### src/rtl/score_sequencer.sv
// score_sequencer: records (gate-vector, duration) entries into a small score
// buffer and plays them back at a fixed tick rate, one gate per wave generator.
//
//   state | meaning
//   IDLE  | gates low; accepts records and start
//   LOAD  | one cycle; the addressed entry is in the read register
//   HOLD  | gates driven from the entry; ticks count down its duration
module score_sequencer #(
  parameter int NOTES    = 8,
  parameter int DEPTH    = 16,
  parameter int DUR_W    = 8,
  parameter int TICK_DIV = 1562500,
  localparam int AW      = (DEPTH > 1) ? $clog2(DEPTH) : 1
) (
  input  logic             clock,
  input  logic             reset,
  input  logic             clear,
  input  logic             rec_valid,
  input  logic [NOTES-1:0] rec_gates,
  input  logic [DUR_W-1:0] rec_dur,
  input  logic             start,
  input  logic             stop,
  input  logic             loop,
  output logic [NOTES-1:0] note_gates,
  output logic [AW-1:0]    step,
  output logic             playing,
  output logic             done,
  output logic [AW:0]      length,
  output logic             rec_full
);

  localparam int PW = (TICK_DIV > 1) ? $clog2(TICK_DIV) : 1;
  localparam int EW = NOTES + DUR_W;

  typedef enum logic [1:0] {S_IDLE, S_LOAD, S_HOLD} state_t;

  state_t           state_q, state_d;
  logic [AW-1:0]    step_q, step_d;
  logic [NOTES-1:0] gates_q, gates_d;
  logic [DUR_W-1:0] rem_q, rem_d;
  logic [PW-1:0]    pre_q, pre_d;
  logic             done_q, done_d;
  logic [AW:0]      len_q, len_d;
  logic             wr_en;

  logic [EW-1:0]    mem [0:DEPTH-1];
  logic [EW-1:0]    rd_q;
  logic [NOTES-1:0] rd_gates;
  logic [DUR_W-1:0] rd_dur;
  logic             tick;
  logic             last_entry;

  assign rd_gates   = rd_q[EW-1:DUR_W];
  assign rd_dur     = rd_q[DUR_W-1:0];
  assign tick       = (pre_q == PW'(TICK_DIV - 1));
  assign last_entry = (({1'b0, step_q} + (AW+1)'(1)) >= len_q);

  // Score storage: write at the record pointer, registered read addressed by
  // the next step so the entry is ready by the time LOAD is reached.
  always_ff @(posedge clock) begin
    if (wr_en) mem[len_q[AW-1:0]] <= {rec_gates, rec_dur};
    rd_q <= mem[step_d];
  end

  // Control state and datapath registers.
  always_ff @(posedge clock) begin
    if (reset) begin
      state_q <= S_IDLE;
      step_q  <= '0;
      gates_q <= '0;
      rem_q   <= '0;
      pre_q   <= '0;
      done_q  <= 1'b0;
      len_q   <= '0;
    end else begin
      state_q <= state_d;
      step_q  <= step_d;
      gates_q <= gates_d;
      rem_q   <= rem_d;
      pre_q   <= pre_d;
      done_q  <= done_d;
      len_q   <= len_d;
    end
  end

  // Next-state logic; clear and stop override whatever the FSM would do.
  always_comb begin
    state_d = state_q;
    step_d  = step_q;
    gates_d = gates_q;
    rem_d   = rem_q;
    pre_d   = pre_q;
    done_d  = 1'b0;
    len_d   = len_q;
    wr_en   = 1'b0;
    if (clear) begin
      state_d = S_IDLE;
      step_d  = '0;
      gates_d = '0;
      pre_d   = '0;
      len_d   = '0;
    end else if (stop) begin
      state_d = S_IDLE;
      step_d  = '0;
      gates_d = '0;
      pre_d   = '0;
    end else begin
      case (state_q)
        S_IDLE: begin
          gates_d = '0;
          step_d  = '0;
          if (start) begin
            if (len_q != '0) state_d = S_LOAD;
          end else if (rec_valid && (len_q != (AW+1)'(DEPTH))) begin
            wr_en = 1'b1;
            len_d = len_q + (AW+1)'(1);
          end
        end
        S_LOAD: begin
          state_d = S_HOLD;
          gates_d = rd_gates;
          rem_d   = (rd_dur == '0) ? DUR_W'(1) : rd_dur;
          pre_d   = '0;
        end
        S_HOLD: begin
          if (tick) begin
            pre_d = '0;
            if (rem_q == DUR_W'(1)) begin
              if (!last_entry) begin
                step_d  = step_q + AW'(1);
                state_d = S_LOAD;
              end else if (loop) begin
                step_d  = '0;
                state_d = S_LOAD;
              end else begin
                step_d  = '0;
                gates_d = '0;
                done_d  = 1'b1;
                state_d = S_IDLE;
              end
            end else begin
              rem_d = rem_q - DUR_W'(1);
            end
          end else begin
            pre_d = pre_q + PW'(1);
          end
        end
        default: state_d = S_IDLE;
      endcase
    end
  end

  assign note_gates = gates_q;
  assign step       = step_q;
  assign playing    = (state_q != S_IDLE);
  assign done       = done_q;
  assign length     = len_q;
  assign rec_full   = (len_q == (AW+1)'(DEPTH));

endmodule

### config.mk
export PLATFORM = sky130hd
export DESIGN_NAME = score_sequencer
export DESIGN_NICKNAME = d
export VERILOG_FILES = /design/src/rtl/score_sequencer.sv
export SDC_FILE = /design/constraint.sdc
export NUM_CORES = 1
export LEC_CHECK = 0
export BUFFER_PORTS_ARGS = -buffer_cell sky130_fd_sc_hd__buf_2
export CAP_MARGIN = 0
export CORE_UTILIZATION = 30
export DETAILED_ROUTE_END_ITERATION = 8
export SETUP_SLACK_MARGIN = 0.02
export SLEW_MARGIN = 40
export SYNTH_ARGS = -nofsm -noshare
export SYNTH_HDL_FRONTEND = slang
export SYNTH_SLANG_ARGS = --single-unit
### constraint.sdc
create_clock -name clock -period 7 [get_ports clock]
set_input_delay 0.35 -clock clock [delete_from_list [all_inputs] [get_ports clock]]
set_output_delay 0.35 -clock clock [all_outputs]
set_load 0.01 [all_outputs]
Word level (Yosys, flattened, before mapping)
Memory sizes are Yosys's and may differ from the RTL's. A register that Yosys moved wholly into a read port is not among the register bits. Cells that the tools add are included. W data, S select, Z words.

Memories kept: 1. Bits of input ports: 23. Bits in registers: 49. Bits in writable memories: 256. Output and inout bits: 20. Logic and storage cells: 80.

$add $sub $neg: 5. Equal/unequal tests: 13. Order comparisons: 1. Mux-type cells: 32. Reduce and logical (&&, ||, !) cells: 14. Bitwise gates (word level): 7.

Memory list: mem (words 16, bits a word 16, rd ports 1, clocked after memory_dff 1, wr ports 1, RTL line 46) `logic [EW-1:0] mem [0:DEPTH-1];`.

Operators with widths (count): $mux W8 (7); $pmux W21 S2 (1); $pmux W8 S3 (1); $add A21 B1 Y21 const B (1); $eq A21 B21 Y1 const B (1); $mux W21 (1); $mux W4 (5); $pmux W8 S2 (1); $ne A2 B2 Y1 const B (7); $mux W1 (10); $reduce_and A5 Y1 (2); $eq A8 B1 Y1 const B (1); $logic_not A8 Y1 (1); $mux W2 (4); $pmux W4 S2 (1); $reduce_and A4 Y1 (2); $sub A8 B1 Y8 const B (1); $not A1 Y1 (7); $reduce_or A7 Y1 (1); $pmux W2 S3 (1); $add A4 B1 Y5 const B (1); $add A5 B1 Y5 const B (1); $eq A5 B5 Y1 const B (1); $ge A5 B5 Y1 (1); 11 further kinds (12).

Logic depth before layout (Yosys ltp)
Gate-level depths: netlist of run 1.

Depth after elaboration: 9. Depth in mapped cells: 14. Mapped depth without buffers: 11.

Least setup slack after synthesis of run 1
OpenSTA, ideal clock, no wires.

Kind: reg-to-reg. Start point: register step_q[0], in the netlist step[0]. End point: register rd_q[10] (read register of mem). Required time: 6912 ps. Cell stages (with the launch flop): 15. Setup time: 88 ps. Data arrival time: 3274 ps. Period minus slack after synthesis: 3362 ps. Buffers on the path: 3. Slack: 3638 ps. Cell sequence: dfxtp_1 ha_1 xor2_1 ha_1 a211o_1 a31oi_1 o211ai_1 o21a_1 buf_2 nand2_1 clkbuf_1 clkbuf_1 o21a_1 a211oi_1 nor4_2.

Word-level cells in the longest chain between the ends: 8. Elaborated cells on any way between the ends: 9. Those cells by class: add/sub: 2; order compare: 1; mux: 6.

RTL lines: from (decl) (RTL line 38) `logic [AW-1:0] step_q, step_d;`; from (signal assigned) (RTL line 77) `step_q <= step_d;`; $add A4 B1 Y5 (RTL line 56) `assign last_entry = (({1'b0, step_q} + (AW+1)'(1)) >= len_q);`; $ge A5 B5 Y1 (RTL line 56); $mux W4 (RTL line 129) `if (!last_entry) begin`; $mux W4 (RTL line 128) `if (rem_q == DUR_W'(1)) begin`; $mux W4 (RTL line 126) `if (tick) begin`; $pmux W4 S2 (*) (RTL line 108) `case (state_q)`; $mux W4 (*) (RTL line 102) `end else if (stop) begin`; $mux W4 (*) (RTL line 96) `if (clear) begin`; to (decl) (RTL line 47) `logic [EW-1:0] rd_q;`.

Every way passes the cells marked *; elsewhere a longest branch is shown, timed or not. A chain may end at the register's enable or synchronous reset.

Final worst setup path of run 1
Start point: register step_q[0], in the netlist step[0]. End point: register rd_q[13] (read register of mem).

Same word-level chain as after synthesis.

==> impl_results.md, run 1 <==
- Status: complete, no violations
- Die X: 217 um
- Post-synth cell types: 67
- Transition time of the tightest slew-check pin: ~0.84 ns
- Critical-path maximum fanout: 28
- RSZ-0062 raised after global routing: false
- Seq/Total Area, Yosys: 0.647
- Slew Limit Headroom: 0.429
- H-tree depth: 2
- Dominant synthesized flop cell: edfxtp_1
- Die Height: 217 um
- Mapped Avg Cell Area: between 10 and 15 um2
- Layout cell share with drive strength beyond 1: 0.137
- Syn Inst Count: 1125
- Sink Count: around 320
- Total power: 3.88 mW
- Clock Power Share: 0.452
- Fraction of registers with async set or reset after synthesis: 0
- Worst hold path class: in -> reg
- CP Class: reg -> reg
- Internal power: 3.08 mW
- Max cap viols: 0
- Largest net degree at the start of global routing: 66
- Period minus WS final: about 4.5 ns
- LEAKAGE: 5.25 nW
- IO Pins: 43
- Final GP Congestion: 0.866
- Initial antenna violation count: 2
- Startpoint type of the worst setup path: flop
- CTS clk-pin slew, worst paths: 0.07 ns
- Kind of end point of the critical path: flop
- Switching portion of total power: 0.207
- Synthesis-to-finish area growth: 14.9%
- Final HPWL DP: 23500 um
- Die area: 47200 um2
- Post-synth top area share: 0.553
- Worst EP arrival: between 4 and 5 ns
- Pwr/cell area: 243 nW/um2
- Worst skew pair latency: 0.54 ns
- Clk_skew: 0.0329 ns
- Post-cts resize count: 0
- Final Hold Viols: 0
- NumNets Final: 1190
- Number of global-route vias before repair: 9471
- Routed len/inst: 21.0 um
- FP Rows: 78
- Post-synth EDFFs: ~260
- IO buf count: 42
- Worst Path Required: 7.44 ns
- Initial Util: 0.305
- Setup Fix Bufs, Post-CTS: 0
- Synthesized area: about 14000 um2
- Core area: roughly 46000 um2
- Sw Pwr: between 0.8 and 0.9 mW
- First-pass GRT wire length: approximately 58000 um
- Syn Nets: ~1200
- Final period util: 0.637
- Global Route Usage Sum: 0.161
- DR vias: 9425
- Fmax: 224 MHz
- TritonCTS clock tree: built
- Initial DRC count: 823
- GRT overflow: 0
- Most common cell in the netlist: edfxtp_1
- Yosys reg bits: 321
- Setup TNS: 0 ns
- DRC: 0
- Syn. warnings: 0
- Synth top cells by count: edfxtp_1, nor2_1, nand2_1
- Leading area contributor after synthesis: edfxtp_1
- Sequential share of power: 0.531
- Slew Limit Fails: 0
- ANT nets after route: 0
- Clock tree buffer depth: 3
- CTS Buf Count: 34
- Comb power frac: 0.017
- Final setup violation count: 0
- Final wirelength: ~37000 um
- Hold_buf cts: 0
- Drt pass-1 iters: 5
- Drt via density: 5.31
- Top post-synthesis cells by area: edfxtp_1, dfxtp_1, or3_1
- Worst VDD drop: 0.000153 V
- Clk Tree Root Cell: clkbuf_16
critical path: stages (launching register included):
cell and delay (ns):
dfxtp_1 0.31, buf_4 0.31, ha_1 0.29, xor2_1 0.16, ha_1 0.26, a211o_1 0.30, a31oi_1 0.39, o211ai_1 0.19
o21a_1 0.44, nand2_1 0.70, buf_4 0.41, o21a_1 0.17, a211oi_1 0.09, nor4_2 0.28
sequential cells by signal (all words and copies together) (netlist names):
register	flops
length	5
rem_q	8
step	4
pre_q	21
rd_q	16
note_gates	8
done	1
mem	256
state_q	2
cell type report:
type                            count  area (um2)
Tap cell                          600         751
Timing Repair Buffer               64         419
Multi-Input combinational cell    710        4670
Clock buffer                       51         966
Antenna cell                        1        2.50
Sequential cell                   321        8990
Clock inverter                     11         104
Fill cell                        4408       29600
Inverter                           18        67.6
layout by cell type, fill, tap and decap left out, drive strengths merged, types with 26 or more instances in the layout:
cell,count
nor2,119
a211o,34
o21a,32
a31oi,35
a21oi,49
or3,82
dfxtp,65
and3,26
edfxtp,256
buf,64
clkbuf,51
nand2,107
kinds of logic after synthesis:
family / count (synthesis) / share of synthesized area
mux: 20 / 0.0153
flops: 321 / 0.647
xor+xnor: 26 / 0.0164
compound gates: 231 / 0.124
simple gates: 415 / 0.153
buf+inv: 94 / 0.0293
fa+ha+maj: 18 / 0.0162
path summary, 6_finish.rpt:
| path | startpoint | end | slack, ns | depth (start not counted) |
|---|---|---|---|---|
| worst max register to register | step[0] | rd_q[13] | 2.54 | 13 |
| worst max-delay path | step[0] | rd_q[13] | 2.54 | 13 |
| worst min-delay path | loop | done | 0.05 | 2 |
| worst min register to register | note_gates[2] | note_gates[2] | 0.46 | 2 |
per-stage QoR:
stage | cell area, um2 | worst slack (ns) | hold WS (ns) | std cells | util
after floorplan | 13900 | 3.64 | 0.423 | 1125 | -
after global routing | 16000 | 2.25 | 0.0493 | 1775 | 0.350
after global placement | 14700 | 2.57 | 0.437 | 1710 | 0.323
after detailed placement | 14900 | 2.61 | 0.446 | 1712 | 0.326
after CTS | 16000 | 2.58 | 0.0252 | 1774 | 0.350
final | 16000 | 2.54 | 0.0468 | 1776 | 0.350
per-layer routing:
layer / GRT usage / wire (um) / vias up
li1: - / - / 4298
met1: 0.209 / 16200 / 4763
met2: 0.267 / 17900 / 280
met3: 0.0305 / 2120 / 80
met4: 0.0570 / 1120 / 4
met5: 0 / 23 / -
power by group through the flow:
stage / logic (mW) / registers (mW) / clock network, mW
6_report: 0.0646 / 2.06 / 1.76
2_1_floorplan: 0.0209 / 2.10 / 0
4_1_cts: 0.0650 / 2.06 / 1.78
5_1_grt: 0.0708 / 2.06 / 1.85
3_5_place_dp: 0.0647 / 2.10 / 0
3_3_place_gp: 0.0592 / 2.10 / 0
No activity file was read; power rests on OpenSTA's default activity.
==> run 2, diff against run 1 <==
Clock period 7 ns to 4.4 ns, I/O delays scaled along.
==> run 2 against run 1 <==
  * Routed wire length fell by 0.43%
  * Global-route usage fell by 0.095 points
  * Setup slack got worse by 2.1 ns
  * Clock power rose by 61%
  * Cell count rose by 1.4%
  * Largest cell class unchanged
  * Critical path type unchanged
  * First-iteration DRC count fell by 2.6%
  * Combinational power rose by 55%
==> impl_results.md, run 2 (synthesized netlist as in run 1, its figures left out) <==
- CP Class: reg -> reg (unchanged)
- Core area: 45600 um2 (unchanged)
- Global Route Usage Sum: 0.160 (was 0.161)
- Synthesis-to-finish area growth: 16.1% (was 14.9%)
- LEAKAGE: 5.41 nW (was 5.25 nW)
- Worst-case reg-to-reg path depth: 12 (was 13)
- TritonCTS clock tree: built (unchanged)
- Status: complete, no violations (unchanged)
- Final Hold Viols: 0 (unchanged)
- CTS Buf Count: 34 (unchanged)
- Final setup violation count: 0 (unchanged)
- Final wirelength: 37200 um (was 37400 um)
- DP Area: 15000 um2 (was 14900 um2)
- Largest net degree at the start of global routing: 49 (was 66)
- First-pass GRT wire length: 57400 um (was 57600 um)
- H-tree depth: 2 (unchanged)
- Clock tree buffer depth: 3 (unchanged)
- Worst skew pair latency: 0.54 ns (about the same)
- Die area: 47200 um2 (unchanged)
- GRT met1 Usage: 0.219 (was 0.209)
- Die X: 217 um (unchanged)
- Post-cts resize count: 0 (unchanged)
- Setup TNS: 0 ns (unchanged)
- Sink Count: 321 (unchanged)
- CTS clk-pin slew, worst paths: 0.06 ns (was 0.07 ns)
- Worst EP arrival: 4.44 ns (was 4.90 ns)
- Final GP Congestion: 0.821 (was 0.866)
- Period minus WS final: 4.00 ns (was 4.46 ns)
- Multi-input logic area: 4590 um2 (was 4670 um2)
- Kind of end point of the critical path: flop (unchanged)
- Drt pass-1 iters: 5 (unchanged)
- Max reg flops: 256 (unchanged)
- Fillers: 4373 (was 4408)
- Pwr/cell area: 385 nW/um2 (was 243 nW/um2)
- Met2 Resource Use GR: 0.251 (was 0.267)
- IO Pins: 43 (unchanged)
- Initial Util: 0.305 (unchanged)
- Clk Tree Root Cell: clkbuf_16 (unchanged)
- Worst hold path class: in -> reg (unchanged)
- Commonest non-fill, non-tap cell in the layout: edfxtp_1 (unchanged)
- Max cap viols: 0 (unchanged)
- RR Endpoint: rd_q[8] (was rd_q[13])
- Initial DRC count: 802 (was 823)
- CP endpoint: rd_q[8] (was rd_q[13])
- Reg2Reg Setup Slack: 0.40 ns (was 2.54 ns)
- Routed len/inst: 20.7 um (was 21.0 um)
- Min Hold Slack: 0.0556 ns (was 0.0468 ns)
- Transition time of the tightest slew-check pin: 0.917 ns (was 0.835 ns)
- Slew Limit Headroom: 0.389 (was 0.429)
- Layout cell share with drive strength beyond 1: 0.154 (was 0.137)
- FP Rows: 78 (unchanged)
- Final HPWL DP: 23800 um (was 23500 um)
- Hold_buf cts: 2 (was 0)
- Clk_skew: 0.0228 ns (was 0.0329 ns)
- DRC: 0 (unchanged)
- Grt met3 use: 0.0323 (was 0.0305)
- Seq. cell area: 8990 um2 (unchanged)
- Most Used Layer, Global Route: met2 (unchanged)
- Initial antenna violation count: 1 (was 2)
- Number of global-route vias before repair: 9401 (was 9471)
- Critical-path maximum fanout: 25 (was 28)
- NumNets Final: 1214 (was 1190)
- Drt via density: 5.23 (was 5.31)
- Startpoint type of the worst setup path: flop (unchanged)
- RSZ-0062 raised after global routing: false (unchanged)
- Final period util: 0.910 (was 0.637)
- Most frequent cells in the layout: edfxtp_1, nor2_1, nand2_1 (unchanged)
- Setup Fix Bufs, Post-CTS: 0 (unchanged)
- Worst VDD drop: 0.000218 V (was 0.000153 V)
- Crit path from: step[0] (unchanged)
- Worst Path Required: 4.84 ns (was 7.44 ns)
- Design area: 16100 um2 (was 16000 um2)
- Die Height: 217 um (unchanged)
- DR vias: 9408 (was 9425)
- ANT nets after route: 0 (unchanged)
- Fmax: 250 MHz (was 224 MHz)
- Slew Limit Fails: 0 (unchanged)
- IO buf count: 42 (unchanged)
- Reg2reg start: step[0] (unchanged)
- GRT overflow: 0 (unchanged)
run 2: where the power goes:
group          leakage (nW)  internal (mW)  switching (mW)  total [mW]
Combinational          2.03         0.0213          0.0787       0.100
Sequential             2.83           3.28         0.00353        3.28
Clock                 0.548           1.62            1.20        2.83
Total                  5.41           4.92            1.29        6.21
run 2: metrics by stage:
| stage | power (mW) | setup slack [ns] | util | std cells |
|---|---|---|---|---|
| 6_report | 6.21 | 0.398 | 0.354 | 1800 |
| 5_1_grt | 6.38 | 0.0353 | 0.354 | 1799 |
| 4_1_cts | 6.26 | 0.444 | 0.354 | 1799 |
| 3_5_place_dp | 3.44 | 0.469 | 0.329 | 1735 |
| 3_3_place_gp | 3.44 | 0.461 | 0.328 | 1733 |
| 2_1_floorplan | 3.38 | 1.04 | - | 1125 |
run 2: routing by layer:
metal	vias to the layer above	wire length, um
li1	4338	-
met1	4658	16700
met2	345	16700
met3	67	2660
met4	0	1060
met5	-	0
run 2: how the worst min path moves through the flow:
stage               start  endpoint  slack [ns]  cells after the start
floorplan           reset  rem_q[1]        0.29                      1
global placement     loop      done        0.44                      2
detailed placement   loop      done        0.43                      2
CTS                 reset  rem_q[5]        0.03                      2
global route        reset  rem_q[6]        0.05                      2
finish              reset  rem_q[5]        0.06                      2
run 2: cell type report:
class / count / area share
antenna: 1 / 0.000155
clock buffer: 43 / 0.0599
clock inverter: 19 / 0.00845
inverter: 18 / 0.00419
multi-input combinational: 710 / 0.285
sequential: 321 / 0.557
tap: 600 / 0.0465
timing repair buffer: 88 / 0.0388
run 2: critical path: stages (launching register included):
cell and delay [ns]:
dfxtp_1 0.33, buf_4 0.31, nand3_1 0.14, xnor2_1 0.18
ha_1 0.21, a211o_1 0.23, a31oi_1 0.37, o2111ai_4 0.26
mux2i_4 0.54, nor2_1 0.07, a2111oi_0 0.71, a211oi_1 0.20
nor4_2 0.35
==> run 3, diff against run 2 <==
Clock period 4.4 ns to 3.7 ns, I/O delays scaled along.
==> run 3 against run 2 <==
  * Routed wire length increased by 1.9%
  * Non-clock buffer count grew 38
  * Cell count rose by 2.1%
  * Flip-flop and latch count did not move
  * Combinational power grew 23%
  * Global-route usage decreased by 0.064 points
  * Final area increased by 2.3%
  * Hold slack worse by 0.0035 ns
  * Total power rose by 20%
  * Register-to-register slack worse by 0.25 ns
  * Clock-buffer cell count rose by 10
  * Highest routed layer is now met5
==> impl_results.md, run 3 (synthesized netlist as in run 1, its figures left out) <==
- Kind of end point of the critical path: flop (unchanged)
- Fmax: 281 MHz (was 250 MHz)
- H-tree depth: 2 (unchanged)
- Seq. cell area: 8990 um2 (unchanged)
- Pre-CTS WS: -0.168 ns (was 0.469 ns)
- FP Rows: 78 (unchanged)
- CP max stage delay: 0.47 ns (was 0.71 ns)
- Final GP Congestion: 0.820 (was 0.821)
- Status: complete, no violations (unchanged)
- Synthesis-to-finish area growth: 18.7% (was 16.1%)
- Drt pass-1 iters: 5 (unchanged)
- Clock tree buffer depth: 3 (unchanged)
- Final setup violation count: 0 (unchanged)
- IO Pins: 43 (unchanged)
- Most used cell, CP: buf_4
- CTS clk-pin slew, worst paths: 0.06 ns (about the same)
- Largest net degree at the start of global routing: 49 (unchanged)
- Initial antenna violation count: 1 (unchanged)
- Slowest CP cell: a211oi_1 (was a2111oi_0)
- Startpoint type of the worst setup path: flop (unchanged)
- First-pass GRT wire length: 56900 um (was 57400 um)
- Multi-input logic area: 4640 um2 (was 4590 um2)
- GRT overflow: 0 (unchanged)
- ANT nets after route: 0 (unchanged)
- Final Hold Viols: 0 (unchanged)
- Slew Limit Headroom: 0.432 (was 0.389)
- RSZ-0062 raised after global routing: true (was false)
- Family with the most delay on the worst path: compound AO/OA/AOI/OAI gates (unchanged)
- Initial Util: 0.305 (unchanged)
- Transition time of the tightest slew-check pin: 0.852 ns (was 0.917 ns)
- Final wirelength: 37900 um (was 37200 um)
- CP Class: reg -> reg (unchanged)
- Worst Path Required: 4.09 ns (was 4.84 ns)
- TritonCTS clock tree: built (unchanged)
- Setup ws final: 0.144 ns (was 0.398 ns)
- Pwr/cell area: 450 nW/um2 (was 385 nW/um2)
- LEAKAGE: 5.60 nW (was 5.41 nW)
- Design area: 16500 um2 (was 16100 um2)
- Max reg flops: 256 (unchanged)
- Die Height: 217 um (unchanged)
- Global Route Usage Sum: 0.159 (was 0.160)
- Critical-path maximum fanout: 15 (was 25)
- Slew Limit Fails: 0 (unchanged)
- IO buf count: 42 (unchanged)
- Worst skew pair latency: 0.54 ns (about the same)
- Clk_skew: 0.0166 ns (was 0.0228 ns)
- CTS Buf Count: 35 (was 34)
- Critical Path, Cell by Cell: ha_2 > xor2_2 > ha_1 > a211o_1 > a31oi_1 > buf_4 > buf_4 > o211ai_1 > o21ai_1 > nor2_4 > buf_4 > or3_1 > a211oi_1 > nor4_2 (was buf_4 > nand3_1 > xnor2_1 > ha_1 > a211o_1 > a31oi_1 > o2111ai_4 > mux2i_4 > nor2_1 > a2111oi_0 > a211oi_1 > nor4_2)
- Die X: 217 um (unchanged)
- Worst EP arrival: 3.95 ns (was 4.44 ns)
- Layout cell share with drive strength beyond 1: 0.179 (was 0.154)
- Routed len/inst: 20.6 um (was 20.7 um)
- Clk Tree Root Cell: clkbuf_16 (unchanged)
- Final HPWL DP: 23800 um (about the same)
- Core area: 45600 um2 (unchanged)
- DR vias: 9601 (was 9408)
- Sink Count: 321 (unchanged)
- Worst hold path class: in -> reg (unchanged)
- Final period util: 0.961 (was 0.910)
- Initial DRC count: 851 (was 802)
- Die area: 47200 um2 (unchanged)
- Worst path bufs/invs: 3 (was 1)
- Period minus WS final: 3.56 ns (was 4.00 ns)
- Most frequent cells in the layout: edfxtp_1, nor2_1, nand2_1 (unchanged)
- Max cap viols: 0 (unchanged)
- Fillers: 4359 (was 4373)
- Drt via density: 5.22 (was 5.23)
- DP Area: 15200 um2 (was 15000 um2)
- DRC: 0 (unchanged)
- Number of global-route vias before repair: 9348 (was 9401)
- Worst VDD drop: 0.000268 V (was 0.000218 V)
- NumNets Final: 1253 (was 1214)
- # diodes: 0 (was 1)
- Commonest non-fill, non-tap cell in the layout: edfxtp_1 (unchanged)
-- run 3: worst register-to-register path, delay by kind of cell, from the launching register on --
family | cells | cell delay (ns)
and+or+nand+nor | 3 | 0.60
buffers and inverters | 3 | 0.48
xor gates and xnor gates | 1 | 0.14
adders and majority gates | 2 | 0.51
AOI/OAI and AO/OA | 5 | 1.38
DFF | 1 | 0.31
-- run 3: through the flow --
| step | hold WS [ns] | utilization | cells | power [mW] | setup TNS, ns |
|---|---|---|---|---|---|
| finish | 0.0521 | 0.362 | 1838 | 7.43 | 0 |
| global route | 0.0615 | 0.362 | 1838 | 7.62 | 0 |
| CTS | 0.0412 | 0.360 | 1836 | 7.49 | 0 |
| detailed placement | 0.404 | 0.334 | 1766 | 4.09 | -0.345 |
| global placement | 0.419 | 0.334 | 1766 | 4.09 | -0.124 |
| floorplan | 0.258 | - | 1125 | 4.02 | 0 |
-- run 3: path summary, 6_finish.rpt --
check / slack [ns] / startpoint / endpoint / cells past startpoint
setup reg to reg: 0.14 / step[1] / rd_q[5] / 14
setup / recovery: 0.14 / step[1] / rd_q[5] / 14
hold reg to reg: 0.45 / note_gates[4] / note_gates[4] / 2
hold / removal: 0.05 / rec_gates[6] / mem[12][14] / 1
-- run 3: final cells by class --
cell class | instances | share of cell area
Timing Repair Buffer | 126 | 0.0576
Clock inverter | 10 | 0.00720
Clock buffer | 53 | 0.0596
Sequential cell | 321 | 0.545
Inverter | 18 | 0.00409
Tap cell | 600 | 0.0455
Multi-Input combinational cell | 710 | 0.281
-- run 3: what timing repair did --
action	in CTS	in global routing
hold endpoints to repair	7	0
gates resized for setup	1	19
pin swaps	0	5
setup endpoints to repair	8	15
buffers inserted	4	1
gates cloned	0	0
hold buffers	3	0
-- run 3: routing by layer --
layer | share of wire | routed length (um) | track usage | vias to the layer above
met3 | 0.073 | 2750 | 0.0294 | 75
met5 | 0.00029 | 11 | 0 | -
li1 | - | - | - | 4407
met2 | 0.46 | 17300 | 0.251 | 346
met4 | 0.033 | 1240 | 0.0596 | 2
met1 | 0.44 | 16600 | 0.218 | 4771
-- run 3: where the power goes --
| part | total (mW) | internal [mW] | leakage (nW) | switching, mW |
|---|---|---|---|---|
| clock network | 3.41 | 1.99 | 0.533 | 1.42 |
| registers | 3.90 | 3.90 | 2.83 | 0.00352 |
| logic | 0.123 | 0.0287 | 2.24 | 0.0944 |
| total | 7.43 | 5.92 | 5.60 | 1.52 |
